### config.mk
export PLATFORM = sky130hd
export DESIGN_NAME = scmp_alu_seq
export DESIGN_NICKNAME = d
export VERILOG_FILES = /design/src/rtl/scmp_alu_seq.sv
export SDC_FILE = /design/constraint.sdc
export NUM_CORES = 1
export LEC_CHECK = 0
export ABC_AREA = 1
export CAP_MARGIN = 20
export CELL_PAD_IN_SITES_DETAIL_PLACEMENT = 1
export CELL_PAD_IN_SITES_GLOBAL_PLACEMENT = 2
export CORE_MARGIN = 10
export CORE_UTILIZATION = 32
export CTS_CLUSTER_DIAMETER = 200
export DETAILED_ROUTE_END_ITERATION = 12
export GPL_TIMING_DRIVEN = 0
export PLACE_DENSITY = 0.82
export SLEW_MARGIN = 20
export SYNTH_ARGS = -nofsm -noshare
export SYNTH_HDL_FRONTEND = slang
export SYNTH_SLANG_ARGS = --single-unit
### constraint.sdc
create_clock -name clk -period 3.15 [get_ports clk]
set_clock_uncertainty 0.15 [all_clocks]
set_input_delay 0.63 -clock clk [delete_from_list [all_inputs] [get_ports clk]]
set_output_delay 0.63 -clock clk [all_outputs]
set_load 0.01 [all_outputs]
### src/rtl/scmp_alu_seq.sv
// scmp_alu_seq: registered, W-bit SC/MP-style ALU with decimal add and
// multi-cycle unsigned multiply / divide under a start/busy/done handshake.
//
// Ports:
//   clk, rst_n        clock, asynchronous active-low reset
//   start, op[3:0]    request and operation code, sampled while busy=0
//   A, B              operands (B is multiplier / divisor for MPY / DIV)
//   Cy_i, Ov_i        incoming carry / overflow flags
//   busy              high while a MPY / DIV iterates
//   done              one-cycle pulse, results and flags valid
//   res, res_hi       primary result; MPY high half / DIV remainder
//   Cy_o, HCy_o, Ov_o carry out, carry out of bit 3, overflow out
//   Cy_sgn_o          B sign bit captured for ADD / ADDNC
//
// state | meaning
// ------+---------------------------------------------------------------
// IDLE  | waiting for start
// RUN   | MPY shift-add or DIV restore-subtract, one step per cycle
// DONE  | results loaded, done asserted; a new start is accepted here

module scmp_alu_seq #(
   parameter int W = 8
) (
   input  logic         clk,
   input  logic         rst_n,
   input  logic         start,
   input  logic [3:0]   op,
   input  logic [W-1:0] A,
   input  logic [W-1:0] B,
   input  logic         Cy_i,
   input  logic         Ov_i,
   output logic         busy,
   output logic         done,
   output logic [W-1:0] res,
   output logic [W-1:0] res_hi,
   output logic         Cy_o,
   output logic         HCy_o,
   output logic         Ov_o,
   output logic         Cy_sgn_o
);

   localparam int CNT_W = $clog2(W + 1);
   localparam logic [CNT_W-1:0] CNT_LAST = CNT_W'(W - 1);

   localparam logic [3:0] OP_AND   = 4'd0;
   localparam logic [3:0] OP_OR    = 4'd1;
   localparam logic [3:0] OP_XOR   = 4'd2;
   localparam logic [3:0] OP_ADD   = 4'd3;
   localparam logic [3:0] OP_ADDNC = 4'd4;
   localparam logic [3:0] OP_RRL   = 4'd5;
   localparam logic [3:0] OP_INC   = 4'd6;
   localparam logic [3:0] OP_DEC   = 4'd7;
   localparam logic [3:0] OP_NUL   = 4'd8;
   localparam logic [3:0] OP_DAD   = 4'd9;
   localparam logic [3:0] OP_MPY   = 4'd10;
   localparam logic [3:0] OP_DIV   = 4'd11;

   typedef enum logic [1:0] {
      ST_IDLE = 2'd0,
      ST_RUN  = 2'd1,
      ST_DONE = 2'd2
   } state_t;

   state_t           state_q, state_d;
   logic [CNT_W-1:0] cnt_q, cnt_d;
   logic [W-1:0]     hi_q, hi_d;
   logic [W-1:0]     lo_q, lo_d;
   logic [W-1:0]     b_q, b_d;
   logic             div_q, div_d;
   logic             cy_lat_q, cy_lat_d;
   logic             ov_lat_q, ov_lat_d;

   logic [W-1:0]     res_q, res_d;
   logic [W-1:0]     res_hi_q, res_hi_d;
   logic             cy_q, cy_d;
   logic             hcy_q, hcy_d;
   logic             ov_q, ov_d;
   logic             sgn_q, sgn_d;

   // single-cycle datapath
   logic             add_cin;
   logic [W:0]       add_sum;
   logic [W:0]       inc_sum;
   logic [W:0]       dec_dif;
   logic [W-1:0]     dad_res;
   logic [4:0]       dad_nib;
   logic             dad_c;
   logic             dad_hcy;
   logic [W-1:0]     s_res;
   logic [W-1:0]     s_hi;
   logic             s_cy, s_hcy, s_ov, s_sgn;

   // iterative datapath
   logic [W:0]       mpy_sum;
   logic [W-1:0]     mpy_hi_nx, mpy_lo_nx;
   logic [W:0]       div_sh;
   logic [W-1:0]     div_df;
   logic             div_ok;
   logic [W-1:0]     div_rem_nx, div_quo_nx;

   assign add_cin = (op == OP_ADD) && Cy_i;
   assign add_sum = {1'b0, A} + {1'b0, B} + {{W{1'b0}}, add_cin};
   assign inc_sum = {1'b0, A} + {{W{1'b0}}, 1'b1};
   assign dec_dif = {1'b0, A} - {{W{1'b0}}, 1'b1};

   always_comb begin
      dad_c   = Cy_i;
      dad_res = '0;
      dad_hcy = 1'b0;
      dad_nib = '0;
      for (int i = 0; i < W / 4; i++) begin
         dad_nib = {1'b0, A[4*i +: 4]} + {1'b0, B[4*i +: 4]} + {4'b0, dad_c};
         if (dad_nib > 5'd9) begin
            dad_nib = dad_nib + 5'd6;
            dad_c   = 1'b1;
         end else begin
            dad_c   = 1'b0;
         end
         dad_res[4*i +: 4] = dad_nib[3:0];
         if (i == 0) begin
            dad_hcy = dad_c;
         end
      end
   end

   always_comb begin
      s_res = A;
      s_hi  = '0;
      s_cy  = Cy_i;
      s_hcy = 1'b0;
      s_ov  = Ov_i;
      s_sgn = 1'b0;
      case (op)
         OP_AND: s_res = A & B;
         OP_OR:  s_res = A | B;
         OP_XOR: s_res = A ^ B;
         OP_ADD, OP_ADDNC: begin
            s_res = add_sum[W-1:0];
            s_cy  = add_sum[W];
            // carry into bit 4 is the carry out of bit 3
            s_hcy = A[4] ^ B[4] ^ add_sum[4];
            s_ov  = (A[W-1] == B[W-1]) && (add_sum[W-1] != A[W-1]);
            s_sgn = B[W-1];
         end
         OP_RRL: begin
            s_res = {Cy_i, A[W-1:1]};
            s_cy  = A[0];
         end
         OP_INC: begin
            s_res = inc_sum[W-1:0];
            s_cy  = inc_sum[W];
         end
         OP_DEC: begin
            s_res = dec_dif[W-1:0];
            s_cy  = dec_dif[W];
         end
         OP_NUL: s_res = B;
         OP_DAD: begin
            s_res = dad_res;
            s_cy  = dad_c;
            s_hcy = dad_hcy;
         end
         // only reached with B == 0: divide-by-zero short path
         OP_DIV: begin
            s_res = '1;
            s_hi  = A;
            s_ov  = 1'b1;
         end
         default: ;
      endcase
   end

   // multiply: {hi,lo} shifts right, multiplicand added into hi when lo[0]
   assign mpy_sum   = {1'b0, hi_q} + (lo_q[0] ? {1'b0, b_q} : {(W+1){1'b0}});
   assign mpy_hi_nx = mpy_sum[W:1];
   assign mpy_lo_nx = {mpy_sum[0], lo_q[W-1:1]};

   // divide: hi holds the partial remainder, lo shifts dividend out and quotient in
   assign div_sh     = {hi_q, lo_q[W-1]};
   assign div_ok     = div_sh >= {1'b0, b_q};
   assign div_df     = div_sh[W-1:0] - b_q;
   assign div_rem_nx = div_ok ? div_df : div_sh[W-1:0];
   assign div_quo_nx = {lo_q[W-2:0], div_ok};

   always_comb begin
      state_d  = state_q;
      cnt_d    = cnt_q;
      hi_d     = hi_q;
      lo_d     = lo_q;
      b_d      = b_q;
      div_d    = div_q;
      cy_lat_d = cy_lat_q;
      ov_lat_d = ov_lat_q;
      res_d    = res_q;
      res_hi_d = res_hi_q;
      cy_d     = cy_q;
      hcy_d    = hcy_q;
      ov_d     = ov_q;
      sgn_d    = sgn_q;
      case (state_q)
         ST_IDLE, ST_DONE: begin
            if (start) begin
               if ((op == OP_MPY) || ((op == OP_DIV) && (B != '0))) begin
                  state_d  = ST_RUN;
                  cnt_d    = '0;
                  hi_d     = '0;
                  lo_d     = A;
                  b_d      = B;
                  div_d    = (op == OP_DIV);
                  cy_lat_d = Cy_i;
                  ov_lat_d = Ov_i;
               end else begin
                  state_d  = ST_DONE;
                  res_d    = s_res;
                  res_hi_d = s_hi;
                  cy_d     = s_cy;
                  hcy_d    = s_hcy;
                  ov_d     = s_ov;
                  sgn_d    = s_sgn;
               end
            end else begin
               state_d = ST_IDLE;
            end
         end
         ST_RUN: begin
            cnt_d = cnt_q + CNT_W'(1);
            if (div_q) begin
               hi_d = div_rem_nx;
               lo_d = div_quo_nx;
            end else begin
               hi_d = mpy_hi_nx;
               lo_d = mpy_lo_nx;
            end
            if (cnt_q == CNT_LAST) begin
               state_d = ST_DONE;
               cnt_d   = '0;
               hcy_d   = 1'b0;
               sgn_d   = 1'b0;
               if (div_q) begin
                  res_d    = div_quo_nx;
                  res_hi_d = div_rem_nx;
                  cy_d     = cy_lat_q;
                  ov_d     = 1'b0;
               end else begin
                  res_d    = mpy_lo_nx;
                  res_hi_d = mpy_hi_nx;
                  cy_d     = |mpy_hi_nx;
                  ov_d     = ov_lat_q;
               end
            end
         end
         default: state_d = ST_IDLE;
      endcase
   end

   always_ff @(posedge clk or negedge rst_n) begin
      if (!rst_n) begin
         state_q  <= ST_IDLE;
         cnt_q    <= '0;
         hi_q     <= '0;
         lo_q     <= '0;
         b_q      <= '0;
         div_q    <= 1'b0;
         cy_lat_q <= 1'b0;
         ov_lat_q <= 1'b0;
         res_q    <= '0;
         res_hi_q <= '0;
         cy_q     <= 1'b0;
         hcy_q    <= 1'b0;
         ov_q     <= 1'b0;
         sgn_q    <= 1'b0;
      end else begin
         state_q  <= state_d;
         cnt_q    <= cnt_d;
         hi_q     <= hi_d;
         lo_q     <= lo_d;
         b_q      <= b_d;
         div_q    <= div_d;
         cy_lat_q <= cy_lat_d;
         ov_lat_q <= ov_lat_d;
         res_q    <= res_d;
         res_hi_q <= res_hi_d;
         cy_q     <= cy_d;
         hcy_q    <= hcy_d;
         ov_q     <= ov_d;
         sgn_q    <= sgn_d;
      end
   end

   assign busy     = (state_q == ST_RUN);
   assign done     = (state_q == ST_DONE);
   assign res      = res_q;
   assign res_hi   = res_hi_q;
   assign Cy_o     = cy_q;
   assign HCy_o    = hcy_q;
   assign Ov_o     = ov_q;
   assign Cy_sgn_o = sgn_q;

endmodule
==> impl_results.html, run 1 <==
<table>
<tr><th>Metric</th><th>Value</th></tr>
<tr><th colspan="2">Power</th></tr>
<tr><td>Combinational fraction of design power</td><td>56.0%</td></tr>
<tr><td>Internal power contribution</td><td>2.218 mW</td></tr>
<tr><td>Sw Pwr</td><td>1.859 mW</td></tr>
<tr><td>Reg power frac</td><td>26.5%</td></tr>
<tr><td>Part of the power in the clock network</td><td>17.5%</td></tr>
<tr><td>Switching fraction of total power</td><td>45.60%</td></tr>
<tr><td>Leakage power of the design</td><td>3.466 nW</td></tr>
<tr><td>Maximum resistive drop on vdd</td><td>339.7 µV</td></tr>
<tr><td>Power per Cell Area</td><td>605.3 nW/µm²</td></tr>
<tr><th colspan="2">Placed design</th></tr>
<tr><td>Area post-placement</td><td>6078 µm²</td></tr>
<tr><td>Post-detail-place hpwl</td><td>17.82 mm</td></tr>
<tr><td>Routability congestion estimate from global placement</td><td>0.9467</td></tr>
<tr><td>I/O Buffers</td><td>46</td></tr>
<tr><td>Post-Place Worst Slack</td><td>-2.070 ns</td></tr>
<tr><th colspan="2">Worst setup path</th></tr>
<tr><td>Critical Path Start</td><td>Cy_i</td></tr>
<tr><td>Cell count of the worst reg-to-reg path</td><td>14</td></tr>
<tr><td>Worst setup EP type</td><td>flop</td></tr>
<tr><td>Origin of the critical flop-to-flop path</td><td>lo_q[0]$_DFFE_PN0P_</td></tr>
<tr><td>Critical register-to-register path endpoint</td><td>res_hi[7]$_DFFE_PN0P_</td></tr>
<tr><td>Sort of element at the start of the critical path</td><td>primary input</td></tr>
<tr><td>Maximum fanout count along the critical path</td><td>4</td></tr>
<tr><td>Arrival time of the worst setup path</td><td>3.96 ns</td></tr>
<tr><td>Req. time, crit path</td><td>3.19 ns</td></tr>
<tr><td>Critical path class</td><td>in2reg</td></tr>
<tr><td>Worst setup slack for register-to-register paths</td><td>0.44 ns</td></tr>
<tr><th colspan="2">Logic synthesis</th></tr>
<tr><td>Count leader, synth</td><td>sky130_fd_sc_hd__nand2_1</td></tr>
<tr><td>Net count after synthesis</td><td>924</td></tr>
<tr><td>Part of the Yosys area used for sequential elements</td><td>25.02%</td></tr>
<tr><td>Synth warn</td><td>0</td></tr>
<tr><td>Main area contributors after synthesis</td><td>sky130_fd_sc_hd__dfrtp_1, sky130_fd_sc_hd__nand2_1, sky130_fd_sc_hd__ha_1</td></tr>
<tr><td>Top FF cell, synth</td><td>sky130_fd_sc_hd__dfrtp_1</td></tr>
<tr><td>Register bit total from synthesis</td><td>53</td></tr>
<tr><td>Count of mapped cells out of synthesis</td><td>854</td></tr>
<tr><td>Netlist area before placement</td><td>5300 µm²</td></tr>
<tr><td>Cell type with the highest aggregate area in the netlist</td><td>sky130_fd_sc_hd__dfrtp_1</td></tr>
<tr><td>Average cell area after synthesis</td><td>6.206 µm²</td></tr>
<tr><td>Area share of the largest cell type after synthesis</td><td>25.02%</td></tr>
<tr><td>Synth cell count leaders</td><td>sky130_fd_sc_hd__nand2_1, sky130_fd_sc_hd__inv_1, sky130_fd_sc_hd__nor2_1</td></tr>
<tr><td>Post-synth EDFFs</td><td>0</td></tr>
<tr><td>Async set or reset register ratio after synthesis</td><td>100.0%</td></tr>
<tr><td>Number of distinct library cells after synthesis</td><td>37</td></tr>
<tr><th colspan="2">Drt</th></tr>
<tr><td>Routed wire per std cell</td><td>19.46 µm</td></tr>
<tr><td>Total wire length after detailed routing</td><td>22.49 mm</td></tr>
<tr><td>Total via count after detailed routing</td><td>5968</td></tr>
<tr><td>Number of antenna-violating nets in the routed design</td><td>0</td></tr>
<tr><td>Number of remaining DRC errors</td><td>0</td></tr>
<tr><td>DRT Pass-1 Iters</td><td>4</td></tr>
<tr><td>DRC violation total after the first TritonRoute iteration</td><td>260</td></tr>
<tr><td>Number of vias per cell after detailed routing</td><td>5.163</td></tr>
<tr><th colspan="2">Clock tree</th></tr>
<tr><td>H-tree depth</td><td>2</td></tr>
<tr><td>Num Clock Sinks</td><td>53</td></tr>
<tr><td>TritonCTS clock tree</td><td>built</td></tr>
<tr><td>Number of CTS-inserted buffers</td><td>5</td></tr>
<tr><td>Hold-fix buffers at CTS</td><td>0</td></tr>
<tr><td>CTS max path bufs</td><td>2</td></tr>
<tr><td>Clk_lat worst skew</td><td>0.30 ns</td></tr>
<tr><td>Clk Tree Root Cell</td><td>sky130_fd_sc_hd__clkbuf_16</td></tr>
<tr><td>Clock input transition at the sequential cells of the worst setup and hold paths</td><td>0.07 ns</td></tr>
<tr><th colspan="2">Worst hold path</th></tr>
<tr><td>Class of the tightest hold or removal check</td><td>in2async</td></tr>
<tr><th colspan="2">STA</th></tr>
<tr><td>Fin. max-slew vios</td><td>0</td></tr>
<tr><td>Slew of the pin with the lowest slew margin</td><td>0.7111 ns</td></tr>
<tr><td>Slew headroom</td><td>52.59%</td></tr>
<tr><td>Post-layout minimum cycle time</td><td>3.913 ns</td></tr>
<tr><td>Total setup violations reported at the end of the flow</td><td>6</td></tr>
<tr><td>Final hold violation count</td><td>0</td></tr>
<tr><td>Final setup slack of the worst path</td><td>-0.7628 ns</td></tr>
<tr><td>Share of the clock period used by the worst path after layout</td><td>124.2%</td></tr>
<tr><td>Unrepaired setup endpoints after global routing</td><td>yes</td></tr>
<tr><td>Max Fclk</td><td>255.6 MHz</td></tr>
<tr><th colspan="2">GRT</th></tr>
<tr><td>GRT busiest layer</td><td>met2</td></tr>
<tr><td>Antenna violations before repair</td><td>0</td></tr>
<tr><td>Overall track demand over capacity in global routing</td><td>20.21%</td></tr>
<tr><td>Met3 track demand over resource in global routing</td><td>1.608%</td></tr>
<tr><td>Total gr overflow</td><td>0</td></tr>
<tr><td>Via count of the first global-routing pass</td><td>6578</td></tr>
<tr><td>Routing usage on met1</td><td>22.22%</td></tr>
<tr><td>Largest net degree at the start of global routing</td><td>54</td></tr>
<tr><td>Global-route wire length before repair</td><td>35.41 mm</td></tr>
<tr><td>Met2 global-route usage</td><td>39.50%</td></tr>
<tr><th colspan="2">Finish</th></tr>
<tr><td>Antenna cells</td><td>0</td></tr>
<tr><td>Fraction of final layout cells sized beyond drive strength 1</td><td>13.94%</td></tr>
<tr><td>Number of filler cells placed in the layout</td><td>2087</td></tr>
<tr><td>Post-route design area</td><td>6735 µm²</td></tr>
<tr><td>Final-stage net count</td><td>1009</td></tr>
<tr><td>Area growth from synthesis to final layout</td><td>27.08%</td></tr>
<tr><th colspan="2">Floorplan</th></tr>
<tr><td>Initial cell density of the core</td><td>33.01%</td></tr>
<tr><td>Overall die area</td><td>22110 µm²</td></tr>
<tr><td>Horizontal extent of the die</td><td>148.7 µm</td></tr>
<tr><td>Total core area</td><td>16060 µm²</td></tr>
<tr><td>Top-Level Pins</td><td>47</td></tr>
<tr><td>Die height</td><td>148.7 µm</td></tr>
<tr><td>Rows</td><td>46</td></tr>
<tr><th colspan="2">Run</th></tr>
<tr><td># Max-Cap Violations</td><td>0</td></tr>
<tr><th colspan="2">Status</th></tr>
<tr><td>Violations in the final reports</td><td>setup timing</td></tr>
<tr><td>Result of the run</td><td>finished with violations</td></tr>
</table>
-- registers in the layout, summed over array words and instances, names as in the netlist, 2 cells and up --
name,cells
lo_q,8
res,8
state_q,2
cnt_q,4
b_q,8
res_hi,8
hi_q,8
-- power by group through the flow --
stage          clock [mW]  sequential, mW  combinational (mW)
4_1_cts             0.729            1.08                2.22
5_1_grt             0.751            1.10                2.56
6_report            0.715            1.08                2.28
3_5_place_dp            0            1.09                2.09
2_1_floorplan           0            1.04                1.35
3_3_place_gp            0            1.08                2.02
-- cell families (layout without fill, tap and decap cells) --
kind of cell               count (synthesis)  after routing  share of synthesized area [%]
and+or+nand+nor                          471            471                          37.94
buffers and inverters                    156            242                          11.50
adders and majority gates                 45             45                          11.76
xor gates and xnor gates                   6              6                         0.9917
AOI/OAI and AO/OA                        123            123                          12.80
DFF                                       53             53                          25.02
-- cell usage in the layout (no fill, tap or decap), types with 15 or more instances in the layout --
cell type / netlist / final
sky130_fd_sc_hd__nand2_1: 243 / 233
sky130_fd_sc_hd__inv_1: 123 / 116
sky130_fd_sc_hd__nor2_1: 89 / 87
sky130_fd_sc_hd__nand3_1: 85 / 79
sky130_fd_sc_hd__dfrtp_1: 53 / 53
sky130_fd_sc_hd__o21ai_0: 43 / 42
sky130_fd_sc_hd__a21oi_1: 37 / 35
sky130_fd_sc_hd__clkdlybuf4s50_1: 0 / 35
sky130_fd_sc_hd__ha_1: 37 / 34
sky130_fd_sc_hd__buf_4: 0 / 30
sky130_fd_sc_hd__inv_2: 14 / 19
sky130_fd_sc_hd__nand4_1: 18 / 18
sky130_fd_sc_hd__o21ai_1: 15 / 15
-- cell type report --
class | count | area (µm²) | area share, %
Buffer | 14 | 82.58 | 1.226
Inverter | 141 | 544.3 | 8.081
Clock buffer | 5 | 125.1 | 1.858
Multi-Input combinational cell | 645 | 3587 | 53.26
Clock inverter | 3 | 65.06 | 0.9660
Tap cell | 216 | 270.3 | 4.013
Sequential cell | 53 | 1326 | 19.69
Timing Repair Buffer | 79 | 734.5 | 10.90
-- worst max-delay path by stage --
| stage | end | slack [ns] | cells after the start |
|---|---|---|---|
| after detailed placement | Cy_o$_DFFE_PN0P_ | -2.07 | 26 |
| final | Cy_o$_DFFE_PN0P_ | -0.76 | 24 |
| after CTS | Cy_o$_DFFE_PN0P_ | -0.74 | 24 |
| after global placement | Cy_o$_DFFE_PN0P_ | -1.99 | 24 |
| after floorplan | Cy_o$_DFFE_PN0P_ | -0.64 | 23 |
| after global routing | Cy_o$_DFFE_PN0P_ | -0.91 | 24 |
-- metrics by stage --
stage / total power [mW] / hold slack [ns] / utilization, % / setup TNS, ns / cells
3_5_place_dp: 3.180 / 0.3322 / 37.85 / -11.91 / 1116
3_3_place_gp: 3.095 / 0.3281 / 37.87 / -29.61 / 1116
4_1_cts: 4.028 / 0.2512 / 41.01 / -3.446 / 1150
5_1_grt: 4.411 / 0.2751 / 41.94 / -4.365 / 1156
6_report: 4.077 / 0.2155 / 41.94 / -3.435 / 1156
2_1_floorplan: 2.383 / 0.1844 / - / -2.313 / 854
-- critical path, cell delays in order --
cell	delay, ns
sky130_fd_sc_hd__buf_8	0.10
sky130_fd_sc_hd__fa_2	0.41
sky130_fd_sc_hd__fa_2	0.60
sky130_fd_sc_hd__inv_2	0.06
sky130_fd_sc_hd__nand2_4	0.08
sky130_fd_sc_hd__nand3_4	0.09
sky130_fd_sc_hd__nand2_4	0.09
sky130_fd_sc_hd__inv_4	0.04
sky130_fd_sc_hd__fa_2	0.35
sky130_fd_sc_hd__inv_2	0.08
sky130_fd_sc_hd__fa_2	0.47
sky130_fd_sc_hd__inv_2	0.10
sky130_fd_sc_hd__ha_4	0.13
sky130_fd_sc_hd__nand2_2	0.04
sky130_fd_sc_hd__nand2_1	0.05
sky130_fd_sc_hd__inv_1	0.04
sky130_fd_sc_hd__nand2_2	0.10
sky130_fd_sc_hd__nand3_4	0.11
sky130_fd_sc_hd__nand2_4	0.08
sky130_fd_sc_hd__nand3_4	0.08
sky130_fd_sc_hd__nand2_2	0.09
sky130_fd_sc_hd__inv_2	0.03
sky130_fd_sc_hd__nand2_1	0.05
sky130_fd_sc_hd__nand2_1	0.05
-- metal layers --
metal / share of wire [%] / vias to the layer above
met1: 41 / 2918
met4: 2.2 / 0
li1: - / 2913
met3: 2.7 / 29
met5: 0 / -
met2: 54 / 108
-- what timing repair did --
item | CTS | global route
endpoints found under the setup margin | 10 | 9
pin swaps | 23 | 22
gates resized for setup | 62 | 31
buffers inserted | 27 | 13
(Power assumes the default switching activity.)
==> run 2: changes to the inputs <==
--- a/config.mk
+++ b/config.mk
@@ -15,7 +15,7 @@
 export DETAILED_ROUTE_END_ITERATION = 12
 export GPL_TIMING_DRIVEN = 0
 export PLACE_DENSITY = 0.82
-export SLEW_MARGIN = 20
+export SLEW_MARGIN = 5
 export SYNTH_ARGS = -nofsm -noshare
 export SYNTH_HDL_FRONTEND = slang
 export SYNTH_SLANG_ARGS = --single-unit
==> impl_results.html, run 2 (same netlist as run 1, synthesis figures left out) <==
<table>
<tr><th>Metric</th><th>Value</th></tr>
<tr><th colspan="2">Status</th></tr>
<tr><td>Result of the run</td><td>finished with violations</td></tr>
<tr><td>Violations in the final reports</td><td>setup timing</td></tr>
<tr><th colspan="2">Drt</th></tr>
<tr><td>DRC violation total after the first TritonRoute iteration</td><td>333</td></tr>
<tr><td>Routed wire per std cell</td><td>19.34 µm</td></tr>
<tr><td>DRT Pass-1 Iters</td><td>4</td></tr>
<tr><td>Total wire length after detailed routing</td><td>22.48 mm</td></tr>
<tr><td>Number of remaining DRC errors</td><td>0</td></tr>
<tr><td>Number of antenna-violating nets in the routed design</td><td>0</td></tr>
<tr><td>Total via count after detailed routing</td><td>5999</td></tr>
<tr><td>Number of vias per cell after detailed routing</td><td>5.163</td></tr>
<tr><th colspan="2">Power</th></tr>
<tr><td>Maximum resistive drop on vdd</td><td>301.9 µV</td></tr>
<tr><td>Power per Cell Area</td><td>604.0 nW/µm²</td></tr>
<tr><td>Leakage power of the design</td><td>3.487 nW</td></tr>
<tr><td>Tot Pwr</td><td>4.089 mW</td></tr>
<tr><th colspan="2">Floorplan</th></tr>
<tr><td>Top-Level Pins</td><td>47</td></tr>
<tr><td>Rows</td><td>46</td></tr>
<tr><td>Horizontal extent of the die</td><td>148.7 µm</td></tr>
<tr><td>Total core area</td><td>16060 µm²</td></tr>
<tr><td>Die height</td><td>148.7 µm</td></tr>
<tr><td>Initial cell density of the core</td><td>33.01%</td></tr>
<tr><td>Overall die area</td><td>22110 µm²</td></tr>
<tr><th colspan="2">Placed design</th></tr>
<tr><td>I/O Buffers</td><td>46</td></tr>
<tr><td>Post-detail-place hpwl</td><td>17.90 mm</td></tr>
<tr><td>Routability congestion estimate from global placement</td><td>0.9467</td></tr>
<tr><th colspan="2">Worst setup path</th></tr>
<tr><td>Req. time, crit path</td><td>3.19 ns</td></tr>
<tr><td>Critical path class</td><td>in2reg</td></tr>
<tr><td>Crit path largest cell delay</td><td>0.61 ns</td></tr>
<tr><td>Arrival time of the worst setup path</td><td>3.94 ns</td></tr>
<tr><td>Maximum fanout count along the critical path</td><td>4</td></tr>
<tr><td>Cell-by-cell trace of the critical path</td><td>buf_8 -&gt; fa_2 -&gt; fa_2 -&gt; inv_2 -&gt; nand2_4 -&gt; nand3_4 -&gt; nand2_4 -&gt; inv_4 -&gt; fa_2 -&gt; inv_2 -&gt; fa_2 -&gt; inv_2 -&gt; ha_4 -&gt; nand2_2 -&gt; nand2_1 -&gt; inv_1 -&gt; nand2_2 -&gt; nand3_4 -&gt; nand2_4 -&gt; nand3_4 -&gt; nand2_2 -&gt; inv_2 -&gt; nand2_1 -&gt; nand2_1</td></tr>
<tr><td>Cell family with most CP delay</td><td>adder cells</td></tr>
<tr><td>Sort of element at the start of the critical path</td><td>primary input</td></tr>
<tr><td>Worst setup EP type</td><td>flop</td></tr>
<tr><td>CP max-delay cell</td><td>sky130_fd_sc_hd__fa_2</td></tr>
<tr><td>CP bufs+invs</td><td>7</td></tr>
<tr><th colspan="2">GRT</th></tr>
<tr><td>Overall track demand over capacity in global routing</td><td>20.05%</td></tr>
<tr><td>Largest net degree at the start of global routing</td><td>35</td></tr>
<tr><td>Via count of the first global-routing pass</td><td>6580</td></tr>
<tr><td>Antenna violations before repair</td><td>0</td></tr>
<tr><td>Total gr overflow</td><td>0</td></tr>
<tr><td>Global-route wire length before repair</td><td>35.46 mm</td></tr>
<tr><th colspan="2">STA</th></tr>
<tr><td>Share of the clock period used by the worst path after layout</td><td>123.7%</td></tr>
<tr><td>Slew of the pin with the lowest slew margin</td><td>0.6104 ns</td></tr>
<tr><td>Slew headroom</td><td>59.15%</td></tr>
<tr><td>Final hold violation count</td><td>0</td></tr>
<tr><td>Max Fclk</td><td>256.7 MHz</td></tr>
<tr><td>Final setup slack of the worst path</td><td>-0.7463 ns</td></tr>
<tr><td>Unrepaired setup endpoints after global routing</td><td>yes</td></tr>
<tr><td>Post-layout minimum cycle time</td><td>3.896 ns</td></tr>
<tr><td>Setup TNS</td><td>-3.733 ns</td></tr>
<tr><td>Fin. max-slew vios</td><td>0</td></tr>
<tr><td>Total setup violations reported at the end of the flow</td><td>6</td></tr>
<tr><th colspan="2">Clock tree</th></tr>
<tr><td>H-tree depth</td><td>2</td></tr>
<tr><td>Number of CTS-inserted buffers</td><td>5</td></tr>
<tr><td>Hold-fix buffers at CTS</td><td>0</td></tr>
<tr><td>Num Clock Sinks</td><td>53</td></tr>
<tr><td>Clk Tree Root Cell</td><td>sky130_fd_sc_hd__clkbuf_16</td></tr>
<tr><td>TritonCTS clock tree</td><td>built</td></tr>
<tr><td>CTS max path bufs</td><td>2</td></tr>
<tr><td>Clk_lat worst skew</td><td>0.30 ns</td></tr>
<tr><td>Clock input transition at the sequential cells of the worst setup and hold paths</td><td>0.07 ns</td></tr>
<tr><th colspan="2">Finish</th></tr>
<tr><td>Final-stage net count</td><td>1015</td></tr>
<tr><td>Fraction of final layout cells sized beyond drive strength 1</td><td>14.48%</td></tr>
<tr><td>Number of filler cells placed in the layout</td><td>2097</td></tr>
<tr><td>Area growth from synthesis to final layout</td><td>27.74%</td></tr>
<tr><td>Antenna cells</td><td>0</td></tr>
<tr><td>Most common cell after layout, fill and taps aside</td><td>sky130_fd_sc_hd__nand2_1</td></tr>
<tr><td>Commonest cells after routing, fill and taps aside</td><td>sky130_fd_sc_hd__nand2_1, sky130_fd_sc_hd__inv_1, sky130_fd_sc_hd__nor2_1, sky130_fd_sc_hd__nand3_1, sky130_fd_sc_hd__dfrtp_1</td></tr>
<tr><th colspan="2">Worst hold path</th></tr>
<tr><td>Class of the tightest hold or removal check</td><td>in2async</td></tr>
<tr><th colspan="2">Run</th></tr>
<tr><td># Max-Cap Violations</td><td>0</td></tr>
</table>
run 2: changes by cell type in the layout (fill, tap and decap cells not counted), sizes merged:
cell / previous run / this run
clkdlybuf4s15: 2 / 1
clkbuf: 11 / 13
clkinv: 4 / 5
buf: 47 / 52
inv: 138 / 137
run 2: power breakdown:
part	total (mW)	leakage [nW]	switching [mW]	internal [mW]
Sequential	1.07	0.666	0.190	0.883
Combinational	2.30	2.73	1.41	0.891
Clock	0.716	0.0938	0.261	0.454
Total	4.09	3.49	1.86	2.23
run 2: area by class of cell:
cell class,instances,area [µm²],area share (%)
clock buffers,5,125.1,1.848
clock inverters,3,65.06,0.9610
well taps,216,270.3,3.992
repair buffers,85,768.2,11.35
flip-flops and latches,53,1326,19.59
multi-input cells,645,3587,52.98
plain buffers,14,82.58,1.220
inverters,141,545.5,8.058
run 2: timing repair:
item	4_1_cts	5_1_grt
gates resized for setup	62	26
setup endpoints to repair	10	9
buffers inserted	28	11
pin swaps	26	19
run 2: path summary, 6_finish.rpt:
path                            cells after the start  slack, ns                start               endpoint
worst max-delay path                               24      -0.75                 Cy_i       Cy_o$_DFFE_PN0P_
worst min-delay path                                1       0.13                rst_n   cnt_q[3]$_DFFE_PN0P_
worst max register to register                     14       0.40  lo_q[0]$_DFFE_PN0P_  res_hi[7]$_DFFE_PN0P_
worst min register to register                      2       0.34     Cy_o$_DFFE_PN0P_       Cy_o$_DFFE_PN0P_
max in group asynchronous                           2       2.14                rst_n    hi_q[0]$_DFFE_PN0P_
min in group clk                                    2       0.34     Cy_o$_DFFE_PN0P_       Cy_o$_DFFE_PN0P_
run 2: metrics by stage:
step                      instance area [µm²]  hold slack, ns  utilization [%]  cells  worst slack (ns)
after floorplan                          5350          0.1844                -    854           -0.6404
after global placement                   6081          0.3281            37.87   1116            -1.991
after detailed placement                 6096          0.3322            37.96   1117            -2.086
after CTS                                6606          0.1590            41.14   1152           -0.7248
after global routing                     6770          0.1660            42.16   1162           -0.8850
final                                    6770          0.1341            42.16   1162           -0.7463
run 2: worst reg2reg max path, cell delays in order (launching register included):
cell and delay [ns]:
sky130_fd_sc_hd__dfrtp_1 0.32, sky130_fd_sc_hd__clkbuf_1 0.32, sky130_fd_sc_hd__nand2_1 0.14, sky130_fd_sc_hd__inv_1 0.09, sky130_fd_sc_hd__ha_1 0.20, sky130_fd_sc_hd__inv_1 0.07, sky130_fd_sc_hd__fa_1 0.40, sky130_fd_sc_hd__inv_1 0.10
sky130_fd_sc_hd__nand2_1 0.07, sky130_fd_sc_hd__nand2_1 0.10, sky130_fd_sc_hd__a21oi_1 0.13, sky130_fd_sc_hd__or2_2 0.29, sky130_fd_sc_hd__nand3_1 0.07, sky130_fd_sc_hd__nand2_1 0.07, sky130_fd_sc_hd__a21oi_1 0.17
run 2: layer usage:
metal / global-route usage (%) / vias to the layer above / share of wire [%]
li1: - / 2922 / -
met1: 23.09 / 2934 / 41
met2: 37.35 / 98 / 53
met3: 1.426 / 45 / 2.2
met4: 7.978 / 0 / 3.5
met5: 0 / - / 0
==> run 3: changes to the inputs <==
--- a/config.mk
+++ b/config.mk
@@ -6,7 +6,7 @@
 export NUM_CORES = 1
 export LEC_CHECK = 0
 export ABC_AREA = 1
-export CAP_MARGIN = 20
+export CAP_MARGIN = 15
 export CELL_PAD_IN_SITES_DETAIL_PLACEMENT = 1
 export CELL_PAD_IN_SITES_GLOBAL_PLACEMENT = 2
 export CORE_MARGIN = 10
==> results of run 3 <==
Same layout as run 2: the final DEF is identical, and so are final timing and power.
